## src/rtl/gen_ram_pkg.sv

```systemverilog
// ============================================================================
// Module      : gen_ram_pkg
// Description : Types and widths shared by the line-RAM read/write address
//               generators of the edge-detection datapath.
// Revision    : 1.0 - initial release
// ============================================================================
`default_nettype none

package gen_ram_pkg;

    localparam int ADDR_W = 11;
    localparam int ROW_W  = 10;

    typedef enum logic [1:0] {
        IDLE = 2'd0,
        WR_A = 2'd1,
        WR_B = 2'd2
    } wr_state_t;

    // Bank identity as reported on last_bank: 0 = RAM A, 1 = RAM B.
    function automatic logic bank_of(input wr_state_t s);
        return (s == WR_B);
    endfunction

    function automatic wr_state_t other_bank(input wr_state_t s);
        return (s == WR_A) ? WR_B : WR_A;
    endfunction

endpackage

`default_nettype wire

```

## src/rtl/gen_ram_colcnt.sv

```systemverilog
// ============================================================================
// Module      : gen_ram_colcnt
// Description : Column counter with enable, synchronous clear and a
//               terminal-count flag at column_size-1.
// Revision    : 1.0 - initial release
// ============================================================================
`default_nettype none

module gen_ram_colcnt
    import gen_ram_pkg::*;
#(
    parameter int column_size = 1280
) (
    input  logic              clk,
    input  logic              aclr,
    input  logic              i_en,
    input  logic              i_clr,
    output logic [ADDR_W-1:0] o_cur,
    output logic              o_tc
);

    localparam logic [ADDR_W-1:0] C_COL_LAST = ADDR_W'(column_size - 1);

    logic [ADDR_W-1:0] r_cnt_q;
    logic [ADDR_W-1:0] w_cnt_d;

    // o_cur is the column this cycle's pixel lands on: a clear coinciding
    // with an enable counts the pixel as column 0.
    always_comb begin
        o_cur   = i_clr ? '0 : r_cnt_q;
        o_tc    = (o_cur == C_COL_LAST);
        w_cnt_d = o_cur;
        if (i_en) begin
            w_cnt_d = o_tc ? '0 : o_cur + ADDR_W'(1);
        end
    end

    always_ff @(posedge clk or negedge aclr) begin
        if (!aclr) begin
            r_cnt_q <= '0;
        end else begin
            r_cnt_q <= w_cnt_d;
        end
    end

endmodule

`default_nettype wire

```

## src/rtl/gen_ram_wradd.sv

```systemverilog
// ============================================================================
// Module      : gen_ram_wradd
// Description : Write-side address/bank controller for the ping-pong line
//               RAMs A/B; alternates banks at every line boundary.
//               Optional macro GEN_RAM_WRADD_OVERRUN_EN enables the sticky
//               overrun flag for pixels arriving while idle.
// Revision    : 1.0 - initial release
// ============================================================================
`default_nettype none

module gen_ram_wradd
    import gen_ram_pkg::*;
#(
    parameter int column_size = 1280,
    parameter int row_size    = 1024
) (
    input  logic              clk,
    input  logic              aclr,
    input  logic              frame_start,
    input  logic              pix_valid,
    output logic              rama_wren,
    output logic              ramb_wren,
    output logic [ADDR_W-1:0] rama_wradd,
    output logic [ADDR_W-1:0] ramb_wradd,
    output logic              line_done,
    output logic              last_bank,
    output logic [ROW_W-1:0]  row_cnt,
    output logic              frame_done,
    output logic              busy,
    output logic              overrun
);

    localparam logic [ROW_W-1:0] C_ROW_LAST = ROW_W'(row_size - 1);

    wr_state_t         r_state_q,      w_state_d;
    logic [ROW_W-1:0]  r_row_q,        w_row_d;
    logic              r_wren_a_q,     w_wren_a_d;
    logic              r_wren_b_q,     w_wren_b_d;
    logic [ADDR_W-1:0] r_wradd_a_q,    w_wradd_a_d;
    logic [ADDR_W-1:0] r_wradd_b_q,    w_wradd_b_d;
    logic              r_line_done_q,  w_line_done_d;
    logic              r_frame_done_q, w_frame_done_d;
    logic              r_last_bank_q,  w_last_bank_d;
    logic              r_busy_q,       w_busy_d;

    wr_state_t         w_cur_state;
    logic [ROW_W-1:0]  w_cur_row;
    logic              w_accept;
    logic [ADDR_W-1:0] w_col_cur;
    logic              w_col_tc;

    // frame_start overrides the current position, so a pixel arriving with
    // it is written as column 0, row 0, bank A regardless of prior state.
    assign w_cur_state = frame_start ? WR_A : r_state_q;
    assign w_cur_row   = frame_start ? '0   : r_row_q;
    assign w_accept    = pix_valid && (frame_start || (r_state_q != IDLE));

    gen_ram_colcnt #(
        .column_size (column_size)
    ) u_colcnt (
        .clk   (clk),
        .aclr  (aclr),
        .i_en  (w_accept),
        .i_clr (frame_start),
        .o_cur (w_col_cur),
        .o_tc  (w_col_tc)
    );

    always_comb begin
        w_state_d      = w_cur_state;
        w_row_d        = w_cur_row;
        w_last_bank_d  = frame_start ? 1'b0 : r_last_bank_q;
        w_wren_a_d     = 1'b0;
        w_wren_b_d     = 1'b0;
        w_wradd_a_d    = r_wradd_a_q;
        w_wradd_b_d    = r_wradd_b_q;
        w_line_done_d  = 1'b0;
        w_frame_done_d = 1'b0;

        if (w_accept) begin
            if (w_cur_state == WR_B) begin
                w_wren_b_d  = 1'b1;
                w_wradd_b_d = w_col_cur;
            end else begin
                w_wren_a_d  = 1'b1;
                w_wradd_a_d = w_col_cur;
            end

            if (w_col_tc) begin
                w_line_done_d = 1'b1;
                w_last_bank_d = bank_of(w_cur_state);
                if (w_cur_row == C_ROW_LAST) begin
                    w_frame_done_d = 1'b1;
                    w_row_d        = '0;
                    w_state_d      = IDLE;
                end else begin
                    w_row_d   = w_cur_row + ROW_W'(1);
                    w_state_d = other_bank(w_cur_state);
                end
            end
        end

        w_busy_d = (w_state_d != IDLE);
    end

    always_ff @(posedge clk or negedge aclr) begin
        if (!aclr) begin
            r_state_q      <= IDLE;
            r_row_q        <= '0;
            r_wren_a_q     <= 1'b0;
            r_wren_b_q     <= 1'b0;
            r_wradd_a_q    <= '0;
            r_wradd_b_q    <= '0;
            r_line_done_q  <= 1'b0;
            r_frame_done_q <= 1'b0;
            r_last_bank_q  <= 1'b0;
            r_busy_q       <= 1'b0;
        end else begin
            r_state_q      <= w_state_d;
            r_row_q        <= w_row_d;
            r_wren_a_q     <= w_wren_a_d;
            r_wren_b_q     <= w_wren_b_d;
            r_wradd_a_q    <= w_wradd_a_d;
            r_wradd_b_q    <= w_wradd_b_d;
            r_line_done_q  <= w_line_done_d;
            r_frame_done_q <= w_frame_done_d;
            r_last_bank_q  <= w_last_bank_d;
            r_busy_q       <= w_busy_d;
        end
    end

`ifdef GEN_RAM_WRADD_OVERRUN_EN
    logic r_overrun_q;
    logic w_overrun_d;

    always_comb begin
        w_overrun_d = r_overrun_q;
        if (frame_start) begin
            w_overrun_d = 1'b0;
        end else if (pix_valid && (r_state_q == IDLE)) begin
            w_overrun_d = 1'b1;
        end
    end

    always_ff @(posedge clk or negedge aclr) begin
        if (!aclr) begin
            r_overrun_q <= 1'b0;
        end else begin
            r_overrun_q <= w_overrun_d;
        end
    end

    assign overrun = r_overrun_q;
`else
    assign overrun = 1'b0;
`endif

    assign rama_wren  = r_wren_a_q;
    assign ramb_wren  = r_wren_b_q;
    assign rama_wradd = r_wradd_a_q;
    assign ramb_wradd = r_wradd_b_q;
    assign line_done  = r_line_done_q;
    assign frame_done = r_frame_done_q;
    assign last_bank  = r_last_bank_q;
    assign row_cnt    = r_row_q;
    assign busy       = r_busy_q;

endmodule

`default_nettype wire

```

## config.mk

```make
export PLATFORM = sky130hd
export DESIGN_NAME = gen_ram_wradd
export DESIGN_NICKNAME = d
export VERILOG_FILES = /design/src/rtl/gen_ram_pkg.sv /design/src/rtl/gen_ram_colcnt.sv /design/src/rtl/gen_ram_wradd.sv
export SDC_FILE = /design/constraint.sdc
export NUM_CORES = 1
export LEC_CHECK = 0
export BUFFER_PORTS_ARGS = -buffer_cell sky130_fd_sc_hd__buf_2
export CAP_MARGIN = 20
export CORE_ASPECT_RATIO = 0.8
export CORE_MARGIN = 1
export CORE_UTILIZATION = 50
export DETAILED_ROUTE_END_ITERATION = 10
export GPL_TIMING_DRIVEN = 0
export PLACE_DENSITY = 0.76
export SLEW_MARGIN = 5
export SYNTH_ARGS = -nofsm -noshare
export SYNTH_HDL_FRONTEND = slang
export SYNTH_SLANG_ARGS = --single-unit
```

## constraint.sdc

```tcl
create_clock -name clk -period 2.6 [get_ports clk]
set_input_delay 0.52 -clock clk [delete_from_list [all_inputs] [get_ports clk]]
set_output_delay 0.52 -clock clk [all_outputs]
set_load 0.1 [all_outputs]
```

Word-level counts from Yosys, hierarchy flattened. Index checks and enable logic that the tools add are counted.

Flip-flop bits (word level): 51. Output and inout bits: 39.

Bitwise logic cells: 1. Add/subtract/negate cells: 2. Mux-type cells: 24. Equality and inequality tests: 4. Reduce and logical (&&, ||, !) cells: 6.

Operator list (number): $mux 10 (4); $mux 11 (3); $mux 1 (12); $add 11x1->11 const B (1); $eq 11x11->1 const B (1); $add 10x1->10 const B (1); $eq 10x10->1 const B (1); $mux 2 (5); $reduce_and 2->1 (2); $reduce_bool 2->1 (2); $eq 2x1->1 const B (1); $eq 2x2->1 const B (1); $logic_and 1x1->1 (1); $logic_or 1x1->1 (1); $not 1->1 (1).

Longest topological paths before layout. Gate-level depths: netlist of the first run.

Depth in word-level cells: 7. Depth in mapped cells: 10. Gate-level depth less buffers: 8.

Modules after synthesis. A second synthesis of the first run with hierarchy kept.

Cell total of the unflattened synthesis: 210. Area total of the unflattened synthesis: 2377.3 µm².

By module, submodules not included: gen_ram_wradd (area an instance 1700.4 µm², sequential area each 1001.0 µm², instances 1, cells an instance 135); gen_ram_colcnt (area an instance 676.9 µm², sequential area each 275.3 µm², instances 1, cells an instance 75).

Worst setup path before layout of the first run. No wires, ideal clock.

Path kind: input to register. From: input port frame_start. To: register r_row_q[5], in the netlist row_cnt[5]. Library setup time: 0.081 ns. Slack: -0.073 ns. Data arrival time: 2.592 ns. Path buffers: 3. Data required time: 2.519 ns. Stages on the path: 10. Cells stage by stage: clkbuf_1 > clkbuf_1 > nand2b_1 > inv_1 > ha_1 > nand4b_4 > or4_4 > buf_6 > o32a_1 > a31oi_2.

Elaborated cells on any way between the ends: 10. Those cells by class: add/sub (1); eq/ne (2); mux (5); reduce/logical (2).

RTL lines: start, declared (line gen_ram_wradd.sv:19) `input logic frame_start,`; $mux 11 (line gen_ram_colcnt.sv:30) `o_cur = i_clr ? '0 : r_cnt_q;`; net u_colcnt.o_cur[0] (line gen_ram_colcnt.sv:18) `output logic [ADDR_W-1:0] o_cur,`; $eq 11x11->1 (line gen_ram_colcnt.sv:31) `o_tc = (o_cur == C_COL_LAST);`; $mux 10 (line gen_ram_wradd.sv:89) `if (w_col_tc) begin`; $mux 10 (line gen_ram_wradd.sv:80) `if (w_accept) begin`; net w_row_d[5] (line gen_ram_wradd.sv:36) `logic [ROW_W-1:0] r_row_q, w_row_d;`; end signal, assigned (line gen_ram_wradd.sv:120) `r_row_q <= w_row_d;`; end, declared (line gen_ram_wradd.sv:36).

The timed path passes the listed nets, and every way through them passes these cells. A chain may end at the register's enable or synchronous reset.

Worst setup path after layout of the first run.
From: input port frame_start. To: register r_row_q[0], in the netlist row_cnt[0].

The elaborated chain is that of the path after synthesis.

==> results of run 1 <==
[cell families after synthesis]
family,Yosys count
adders and majority gates,2
and+or+nand+nor,79
xor gates and xnor gates,6
AOI/OAI and AO/OA,44
DFF,51
other,1
muxes,14
buffers and inverters,20
[sequential cells by signal (all words and copies together), names as in the netlist]
| name | count |
|---|---|
| busy | 1 |
| frame_done | 1 |
| r_state_q | 2 |
| row_cnt | 10 |
| line_done | 1 |
| rama_wren | 1 |
| last_bank | 1 |
| rama_wradd | 11 |
| u_colcnt.r_cnt_q | 11 |
| ramb_wren | 1 |
| ramb_wradd | 11 |
[final cells by class]
| cell class | instances | area [um2] |
|---|---|---|
| fill | 397 | 1720 |
| sequential | 51 | 1276 |
| multi-input combinational | 146 | 1039 |
| timing repair buffer | 46 | 252.7 |
| clock buffer | 8 | 100.1 |
| tap | 60 | 75.07 |
| buffer | 10 | 68.82 |
| inverter | 10 | 37.54 |
[final timing paths]
path | from | to | slack [ps] | cells after the start
max in group asynchronous | aclr | u_colcnt.r_cnt_q[5] | 1970 | 2
min | aclr | row_cnt[7] | 110 | 1
max | frame_start | row_cnt[0] | 160 | 12
max reg2reg | u_colcnt.r_cnt_q[9] | row_cnt[5] | 450 | 5
min reg2reg | rama_wradd[1] | rama_wradd[1] | 480 | 2
min in group clk | rama_wradd[1] | rama_wradd[1] | 480 | 2
[where the power goes]
part           total [uW]  leakage, uW  internal [uW]  switching, uW
registers             810     0.000696            801           9.21
clock network         492    0.0000515            243            249
logic                 122     0.000676           28.4           93.7
total                1420      0.00142           1070            352
[worst register-to-register path, delay by kind of cell, from the launching register on]
kind                   cells  cell delay (ps)
buffers and inverters      1              160
DFF                        1              460
AOI/OAI and AO/OA          2              480
and+or+nand+nor            2              980
[per-stage QoR]
step	power (uW)	hold WS (ps)	instances	cell area [um2]	setup WS, ps
after CTS	1427	114.7	327	2814	18.69
after global placement	934.9	456.7	318	2668	-445.9
after floorplan	897.2	224.4	217	2387	3.467
final	1424	106.8	331	2849	164.7
after global routing	1484	119.2	331	2849	56.61
after detailed placement	940.8	443.9	319	2688	-493.3
[repair_timing]
item | CTS | global route
resized for setup | 4 | 1
buffers inserted | 0 | 3
pin swaps | 1 | 2
setup endpoints to repair | 10 | 8
[Yosys cell counts (2+ instances only)]
cell / instances / area (um2)
a21oi_1: 5 / 25.02
ha_1: 2 / 25.02
o31a_1: 2 / 17.52
nor4_1: 3 / 18.77
o32ai_1: 3 / 26.28
nand2b_1: 9 / 56.30
and3_1: 3 / 18.77
nand4_1: 8 / 50.05
xnor2_1: 6 / 52.55
or3_1: 2 / 12.51
or2b_1: 3 / 22.52
o21ai_0: 13 / 65.06
nand2_1: 15 / 56.30
a211oi_1: 3 / 22.52
dfrtp_1: 51 / 1276
a31oi_1: 2 / 12.51
nor2b_1: 6 / 37.54
and4b_1: 2 / 20.02
mux2_2: 14 / 157.7
nand3b_1: 2 / 15.01
o31ai_1: 4 / 30.03
nor2_1: 7 / 26.28
clkbuf_1: 7 / 26.28
o21ai_1: 5 / 25.02
nand3_1: 11 / 55.05
inv_1: 9 / 33.78
[layer usage]
layer / GRT usage [%] / vias up / routed length (um) / part of all wire [%]
met2: 34.27 / 73 / 2380 / 45
met4: 7.273 / 0 / 54 / 1.0
li1: - / 895 / - / -
met5: 0 / - / 0 / 0
met1: 36.19 / 943 / 2482 / 47
met3: 4.928 / 7 / 332 / 6.3
==> summary.md, run 1 <==
| Metric | Value |
|---|---|
| Crit path launch type | input port |
| Post-route ant nets | 0 |
| Skew final | 8.888 ps |
| Final setup vio count | 0 |
| Crit-path most repeated cell | clkbuf_8 |
| Core Footprint | ~4600 um2 |
| YS warnings | 0 |
| Total global-route track usage | about a quarter |
| Max Slew Vio Count | 0 |
| Avg Inst Size Synth | about 11 um2 |
| Outcome | finished clean |
| Initial antenna violation count | 0 |
| H-Tree Level Count | 2 |
| Crit path largest cell delay | 260 ps |
| Commonest non-fill, non-tap cell in the layout | dfrtp_1 |
| Worst-path clk slew | about 90 ps |
| 1st-pass router iterations | 4 |
| Grt ovf | 0 |
| Number of global-route vias before repair | approximately 1,800 |
| Clk_lat worst skew | approximately 300 ps |
| Worst path bufs/invs | 6 |
| Die area | roughly 5000 um2 |
| N_diodes | 0 |
| CP Data Required Time | between 2000 and 3000 ps |
| Period utilization | between 90 and 100% |
| FFs w/ async S/R, synth | 100.0% |
| Area share of fa/ha/maj cells after synthesis | roughly 1.1% |
| Cts hold-fix bufs | 0 |
| Pleak | approximately 0.0014 uW |
| Final hold violation count | 0 |
| Routed len/inst | around 16 um |
| Initial Util | 51.94% |
| Top_reg_cell synth | dfrtp_1 |
| Kind of cell adding the most delay to the critical path | buffers and inverters |
| DRT iter0 DRCs | ~140 |
| Final Core Density | ~62% |
| RSZ-0062 raised after global routing | no |
| # rows | 22 |
| Post-synthesis mux area share | under 10% |
| Die height | roughly 64 um |
| Placer Congestion | roughly 0.85 |
| Minimum clock period | ~2400 ps |
| Longest Clk Path Bufs | 2 |
| IO Pins | 43 |
| Die width | 79.03 um |
| Compound-Gate Fraction of Synth Area | around an eighth |
| Post-DP HPWL | around 3800 um |
| Sequential area share after synthesis | 53.77% |
| Post-Syn Instances | between 200 and 250 |
| Synth Area in XOR/XNOR | under 10% |
| Routed vias | roughly 1,900 |
| Rel. slew slack | 57.20% |
| # port buffers | between 40 and 50 |
| Mapped Area | about 2400 um2 |
| DR DRC count | 0 |
| Clock sinks | a little over 50 |
| TritonCTS Buffers | 5 |
| First-pass GRT wire length | 9128 um |
| Count of cell types in the netlist | between 40 and 50 |
| Pwr Density | about 500 nW/um2 |
| Setup TNS | 0 ps |
| Root Driver | clkbuf_8 |
| WS Path Type | input port to flip-flop |
| CP max FO | 10 |
| Post-Synth Simple-Gate Area | 20.40% |
| Largest net degree at the start of global routing | 40 |
| Hold Crit Class | input port to asynchronous set/reset pin |
| Combinational family with the most area after synthesis | simple AND/OR/NAND/NOR gates |
| Share of layout cells above drive strength 1 | between 20% and 30% |
| Net Count, Synth | around 220 |
| FF+latch count, synth | slightly above 50 |
| Routed WL | roughly 5200 um |
| Slowest library cell on the worst path | nor4_4 |
| Worst VDD drop | between 300 and 400 uV |
| Commonest non-fill, non-tap cells in the layout | dfrtp_1, buf_2, nand2_1, mux2_2, o21ai_0 |
| Max-Cap Viols | 0 |
| Crit path cell chain | buf_2 > clkbuf_8 > clkbuf_8 > nand2b_4 > inv_1 > ha_4 > nand4b_4 > nor4_4 > buf_4 > nand2_1 > inv_2 > o21ai_0 |
| Vias per std cell | 5.795 |
| Number of flops mapped to enable cells by yosys | 0 |
| Highest Clock Rate | approximately 0.41 GHz |
| Worst slew pin tran | 636.5 ps |
| CP Capture Type | flip-flop |
| Area Overhead vs Synth | 20.03% |
| Nets@finish | 276 |
| CP arrival | 2610 ps |
| CTS tree | built |
Note: power is estimated with default switching activity, not from simulation.
==> run 2, diff against run 1 <==
--- a/config.mk
+++ b/config.mk
@@ -10,10 +10,12 @@
 export CORE_ASPECT_RATIO = 0.8
 export CORE_MARGIN = 1
 export CORE_UTILIZATION = 50
+export CTS_BUF_LIST = sky130_fd_sc_hd__clkbuf_8
 export DETAILED_ROUTE_END_ITERATION = 10
 export GPL_TIMING_DRIVEN = 0
 export PLACE_DENSITY = 0.76
 export SLEW_MARGIN = 5
 export SYNTH_ARGS = -nofsm -noshare
 export SYNTH_HDL_FRONTEND = slang
+export SYNTH_HIERARCHICAL = 1
 export SYNTH_SLANG_ARGS = --single-unit
==> run 2 against run 1 <==
  * Synthesized cell count down 3.2%
  * Power up 3.3%
  * Utilization fell by 0.52 points
  * Die area is 0.15% higher
  * Via count decreased by 13%
  * Critical path type unchanged
  * Critical endpoint is now row_cnt[9]
==> summary.md, run 2 <==
| Metric | Value |
|---|---|
| Routed vias | between 1,500 and 2,000 |
| Count of cell types in the netlist | 46 |
| Top_reg_cell synth | dfrtp_1 |
| Die area | around 5000 um2 |
| N_diodes | 0 |
| Crit path cell chain | buf_2 > clkbuf_8 > nor2b_4 > ha_2 > inv_1 > nor4_4 > o311ai_4 > or4_4 > or3_1 > a31oi_1 |
| Top-count cell post-synth | dfrtp_1 |
| Hold Crit Class | input port to asynchronous set/reset pin |
| CP max FO | 10 |
| DRT iter0 DRCs | 140 |
| CP Data Required Time | 2830 ps |
| Crit path largest cell delay | approximately 540 ps |
| Placer Congestion | 0.8538 |
| Commonest cells post-synth | dfrtp_1, mux2_2, nand2_1 |
| Core Footprint | approximately 4600 um2 |
| Routed len/inst | roughly 14 um |
| DP Area | about 2700 um2 |
| YS warnings | 6 |
| Post-route cell area | approximately 2800 um2 |
| Power Total | approximately 1500 uW |
| Max-Cap Viols | 0 |
| Grt ovf | 0 |
| Layout Cells excl Fill | 321 |
| Yosys top cell by area | dfrtp_1 |
| Largest net degree at the start of global routing | 31 |
| Longest Clk Path Bufs | 2 |
| Mapped Area | around 2400 um2 |
| IO Pins | between 40 and 50 |
| R2R Path Start | u_colcnt/r_cnt_q[8] |
| Pleak | around 0.0014 uW |
| CP arrival | around 2700 ps |
| FF+latch count, synth | 51 |
| Outcome | finished clean |
| Sequential area share after synthesis | between 50% and 60% |
| Placed cells | around 310 |
| FFs w/ async S/R, synth | 100.0% |
| Root Driver | clkbuf_8 |
| Initial Util | a little over half |
| Clock sinks | 51 |
| Post-route ant nets | 0 |
| Vias per std cell | between 5 and 6 |
| # port buffers | just over 40 |
| Rel. slew slack | between 60% and 70% |
| CP Capture Type | flip-flop |
| Net Count, Synth | 216 |
| Period utilization | 94.62% |
| First-pass GRT wire length | ~7800 um |
| Final Core Density | around 60% |
| Worst R2R Path Depth | 7 |
| Die width | around 80 um |
| Share of the synthesized area in the top cell type | between 50 and 60% |
| TritonCTS Buffers | 5 |
| Total global-route track usage | 20.66% |
| DR DRC count | 0 |
| Clk_lat worst skew | 300 ps |
| Area Overhead vs Synth | 18.84% |
| R2r endpoint | row_cnt[9] |
| Slowest library cell on the worst path | or4_4 |
| Max Slew Vio Count | 0 |
| Die height | between 60 and 70 um |
| Flop-to-flop setup slack | roughly 180 ps |
| Routed WL | ~4400 um |
| Avg Inst Size Synth | 11.32 um2 |
| Final setup vio count | 0 |
| Worst slew pin tran | roughly 520 ps |
| 1st-pass router iterations | 4 |
| Number of global-route vias before repair | between 1,500 and 2,000 |
| Post-Syn Instances | between 200 and 250 |
| Worst-path clk slew | 90 ps |
| CTS tree | built |
| H-Tree Level Count | 2 |
| Share of layout cells above drive strength 1 | around a third |
| Final hold violation count | 0 |
| Crit path launch type | input port |
| Commonest non-fill, non-tap cells in the layout | dfrtp_1, buf_2, mux2_2, nand2_1, nor2_1 |
| WS Path Type | input port to flip-flop |
| Initial antenna violation count | 0 |
| Commonest non-fill, non-tap cell in the layout | dfrtp_1 |
| # rows | 22 |
| Post-DP HPWL | 3224 um |
| Number of flops mapped to enable cells by yosys | 0 |
| Minimum clock period | 2460 ps |
| Largest cells by area after synthesis | dfrtp_1, mux2_2, nand2_1, nor2_1, nor2b_1 |
| Pwr Density | roughly 520 nW/um2 |
| Worst VDD drop | 353.3 uV |
| Nets@finish | 267 |
| RSZ-0062 raised after global routing | no |
| Highest Clock Rate | ~0.41 GHz |
| Skew final | ~11 ps |
run 2: metrics by stage:
step / hold slack [ps] / TNS, ps / setup slack [ps]
after floorplan: 224.4 / 0 / 26.57
after global placement: 482.3 / -1083 / -379.6
after detailed placement: 487.9 / -1187 / -416.1
after CTS: 190.1 / 0 / 23.62
after global routing: 220.0 / 0 / 35.58
final: 176.5 / 0 / 139.8
run 2: how the worst max path moves through the flow:
| stage | startpoint | end | slack (ps) | cells past startpoint |
|---|---|---|---|---|
| floorplan | frame_start | row_cnt[9] | 30 | 9 |
| global placement | frame_start | row_cnt[9] | -380 | 10 |
| detailed placement | frame_start | row_cnt[9] | -420 | 10 |
| CTS | frame_start | row_cnt[9] | 20 | 10 |
| global route | frame_start | row_cnt[9] | 40 | 10 |
| finish | frame_start | row_cnt[9] | 140 | 10 |
run 2: timing repair:
item,CTS,global route
setup endpoints to repair,1,2
gates resized for setup,1,2
buffers inserted,2,0
pin swaps,2,1
hold buffers,0,0
hold endpoints to repair,0,0
run 2: cell families after synthesis:
logic type      synth area share [%]
fa+ha+maj                      1.052
buf+inv                        3.789
xor+xnor                       4.053
compound gates                 6.527
mux                            10.84
other cells                   0.1577
flops                          53.68
simple gates                   19.89
run 2: final cells by class:
class | instances | area [um2]
clock buffer | 5 | 68.82
timing repair buffer | 44 | 240.2
tap | 60 | 75.07
inverter | 9 | 33.78
multi-input combinational | 142 | 1031
buffer | 8 | 66.31
clock inverter | 2 | 33.78
fill | 388 | 1744
sequential | 51 | 1276
run 2: power by group:
part	internal, uW	total [uW]	leakage, uW	switching [uW]
registers	804	812	0.000694	7.29
logic	34.9	140	0.000697	105
clock network	278	520	0.0000554	241
total	1120	1470	0.00145	354
run 2: per-layer routing:
| metal | up-vias | track usage [%] | wire, um |
|---|---|---|---|
| met3 | 7 | 4.493 | 189 |
| li1 | 824 | - | - |
| met4 | 0 | 7.500 | 68 |
| met2 | 36 | 28.77 | 1850 |
| met5 | - | 0 | 0 |
| met1 | 799 | 31.29 | 2324 |
run 2: worst max-delay path, delay by kind of cell:
kind | cells | cell delay [ps]
adder cells (fa/ha/maj) | 1 | 210
AND/OR/NAND/NOR | 4 | 1230
buffers and inverters | 3 | 400
AO/OA/AOI/OAI | 2 | 330
==> run 3, diff against run 2 <==
==> constraint.sdc (replaced) <==
create_clock -name clk -period 2.55 [get_ports clk]
set_input_delay 0.51 -clock clk [delete_from_list [all_inputs] [get_ports clk]]
set_output_delay 0.51 -clock clk [all_outputs]
set_load 0.1 [all_outputs]
==> run 3 against run 2 <==
  * Wire length increased by 0.61%
  * Utilization decreased by 0.14 points
  * Count of clock-buffer cells in the layout increased by 2
  * Register-to-register slack about the same
  * Sequential share of layout area increased by 0.10 points
  * Largest cell class unchanged
  * Die area unchanged
  * Largest power group unchanged
  * Clock skew increased by 0.51 ps
==> summary.md, run 3 (synthesized netlist as in run 2, its figures left out) <==
| Metric | Value |
|---|---|
| Worst slew pin tran | about 540 ps |
| Reg area | between 1000 and 1500 um2 |
| Routed len/inst | between 10 and 15 um |
| Final hold violation count | 0 |
| WS Path Type | input port to flip-flop |
| Max-Cap Viols | 0 |
| Grt ovf | 0 |
| Post-DP HPWL | around 3100 um |
| Root Driver | clkbuf_8 |
| Crit path largest cell delay | between 400 and 500 ps |
| Final setup vio count | 0 |
| CP Data Required Time | between 2000 and 3000 ps |
| # port buffers | 41 |
| Core Footprint | ~4600 um2 |
| DR DRC count | 0 |
| Max Slew Vio Count | 0 |
| Die height | between 60 and 70 um |
| Pre-CTS setup slack | -407.3 ps |
| Worst-path clk slew | around 90 ps |
| Routed WL | between 4000 and 5000 um |
| Pwr Density | ~520 nW/um2 |
| Setup ws final | roughly 120 ps |
| Vias per std cell | 5.152 |
| CTS tree | built |
| Post-route ant nets | 0 |
| First-pass GRT wire length | about 7700 um |
| Worst VDD drop | between 300 and 400 uV |
| Commonest non-fill, non-tap cell in the layout | dfrtp_1 |
| Share of layout cells above drive strength 1 | between 30% and 40% |
| Outcome | finished clean |
| Clk_lat worst skew | a little over 300 ps |
| Slowest library cell on the worst path | or4_4 |
| Filler instances | between 300 and 400 |
| H-Tree Level Count | 2 |
| Initial antenna violation count | 0 |
| Die area | 5036 um2 |
| DRT iter0 DRCs | 66 |
| Total global-route track usage | a little over 20% |
| IO Pins | 43 |
| Minimum clock period | ~2400 ps |
| Multi-input combinational cell area | 1030 um2 |
| Highest Clock Rate | 0.4120 GHz |
| Clock sinks | 51 |
| RSZ-0062 raised after global routing | no |
| CP Capture Type | flip-flop |
| Die width | between 70 and 80 um |
| Routed vias | around 1,700 |
| Area Overhead vs Synth | 18.58% |
| Rel. slew slack | 63.73% |
| Placer Congestion | 0.8550 |
| Period utilization | between 90 and 100% |
| Pleak | roughly 0.0014 uW |
| 1st-pass router iterations | 4 |
| CP max FO | 10 |
| Crit path launch type | input port |
| Crit path cell chain | buf_2 > clkbuf_4 > nor2b_4 > ha_2 > inv_1 > nor4_4 > o311ai_4 > or4_4 > or3_1 > a31oi_1 |
| Setup TNS | 0 ps |
| Hold Crit Class | input port to asynchronous set/reset pin |
| Longest Clk Path Bufs | 2 |
| CP arrival | approximately 2700 ps |
| N_diodes | 0 |
| Skew final | ~11 ps |
| TritonCTS Buffers | 5 |
| Number of global-route vias before repair | 1,651 |
| Nets@finish | around 270 |
| # rows | 22 |
| Commonest non-fill, non-tap cells in the layout | dfrtp_1, buf_2, mux2_2, nand2_1, nor2_1 |
| Initial Util | between 50% and 60% |
| Largest net degree at the start of global routing | 52 |
==> run 3: cell types whose count changed in the layout (fill, tap and decap cells not counted) <==
cell	delta
inv_1	-1
bufinv_16	-1
clkbuf_8	+1
clkbuf_4	+1
clkinvlp_4	+1
and2b_2	-1
and2b_1	+1
==> run 3: worst paths after layout <==
| check | start | endpoint | slack (ps) | depth (start not counted) |
|---|---|---|---|---|
| worst min-delay path | aclr | rama_wradd[9] | 110 | 1 |
| worst min register to register | rama_wradd[7] | rama_wradd[7] | 500 | 1 |
| worst max-delay path | frame_start | row_cnt[9] | 120 | 10 |
| max in group asynchronous | aclr | u_colcnt/r_cnt_q[1] | 1920 | 2 |
| min in group clk | rama_wradd[7] | rama_wradd[7] | 500 | 1 |
| worst max register to register | u_colcnt/r_cnt_q[8] | row_cnt[9] | 180 | 7 |
==> run 3: what timing repair did <==
action | CTS | global route
pin swaps | 2 | 1
setup buffers | 2 | 0
gates resized for setup | 0 | 1
hold buffers | 0 | 0
setup endpoints to repair | 1 | 5
==> run 3: cell type report <==
cell class	count	share of cell area, %
Sequential cell	51	45.27
Multi-Input combinational cell	142	36.53
Timing Repair Buffer	44	8.522
Clock buffer	7	3.418
Tap cell	60	2.663
Buffer	8	2.130
Inverter	9	1.198
Clock inverter	1	0.2663
==> run 3: power breakdown <==
part | internal (uW) | total (uW) | switching (uW)
registers | 820 | 828 | 7.69
logic | 34.3 | 141 | 107
clock network | 247 | 508 | 261
total | 1100 | 1480 | 376
==> run 3: per-stage QoR <==
stage                     power (uW)  hold slack [ps]  instance area (um2)  instances  utilization (%)
final                           1477            109.6                 2819        322            61.69
after global routing            1533            139.2                 2819        322            61.69
after CTS                       1491            445.2                 2799        321            61.25
after detailed placement       983.1            490.8                 2680        311            58.65
after global placement         981.3            483.3                 2680        311            58.65
after floorplan                944.5            214.4                 2400        210                -
==> run 3: worst max-delay path, delay by kind of cell <==
| family | cells | cell delay (ps) |
|---|---|---|
| AOI/OAI and AO/OA | 2 | 340 |
| adders and majority gates | 1 | 210 |
| buffers and inverters | 3 | 430 |
| and+or+nand+nor | 4 | 1160 |
==> run 3: per-layer routing <==
| metal | track usage [%] | wire length [um] |
|---|---|---|
| met5 | 0 | 0 |
| met4 | 7.500 | 64 |
| met3 | 4.348 | 163 |
| met2 | 30.60 | 1898 |
| met1 | 28.73 | 2331 |
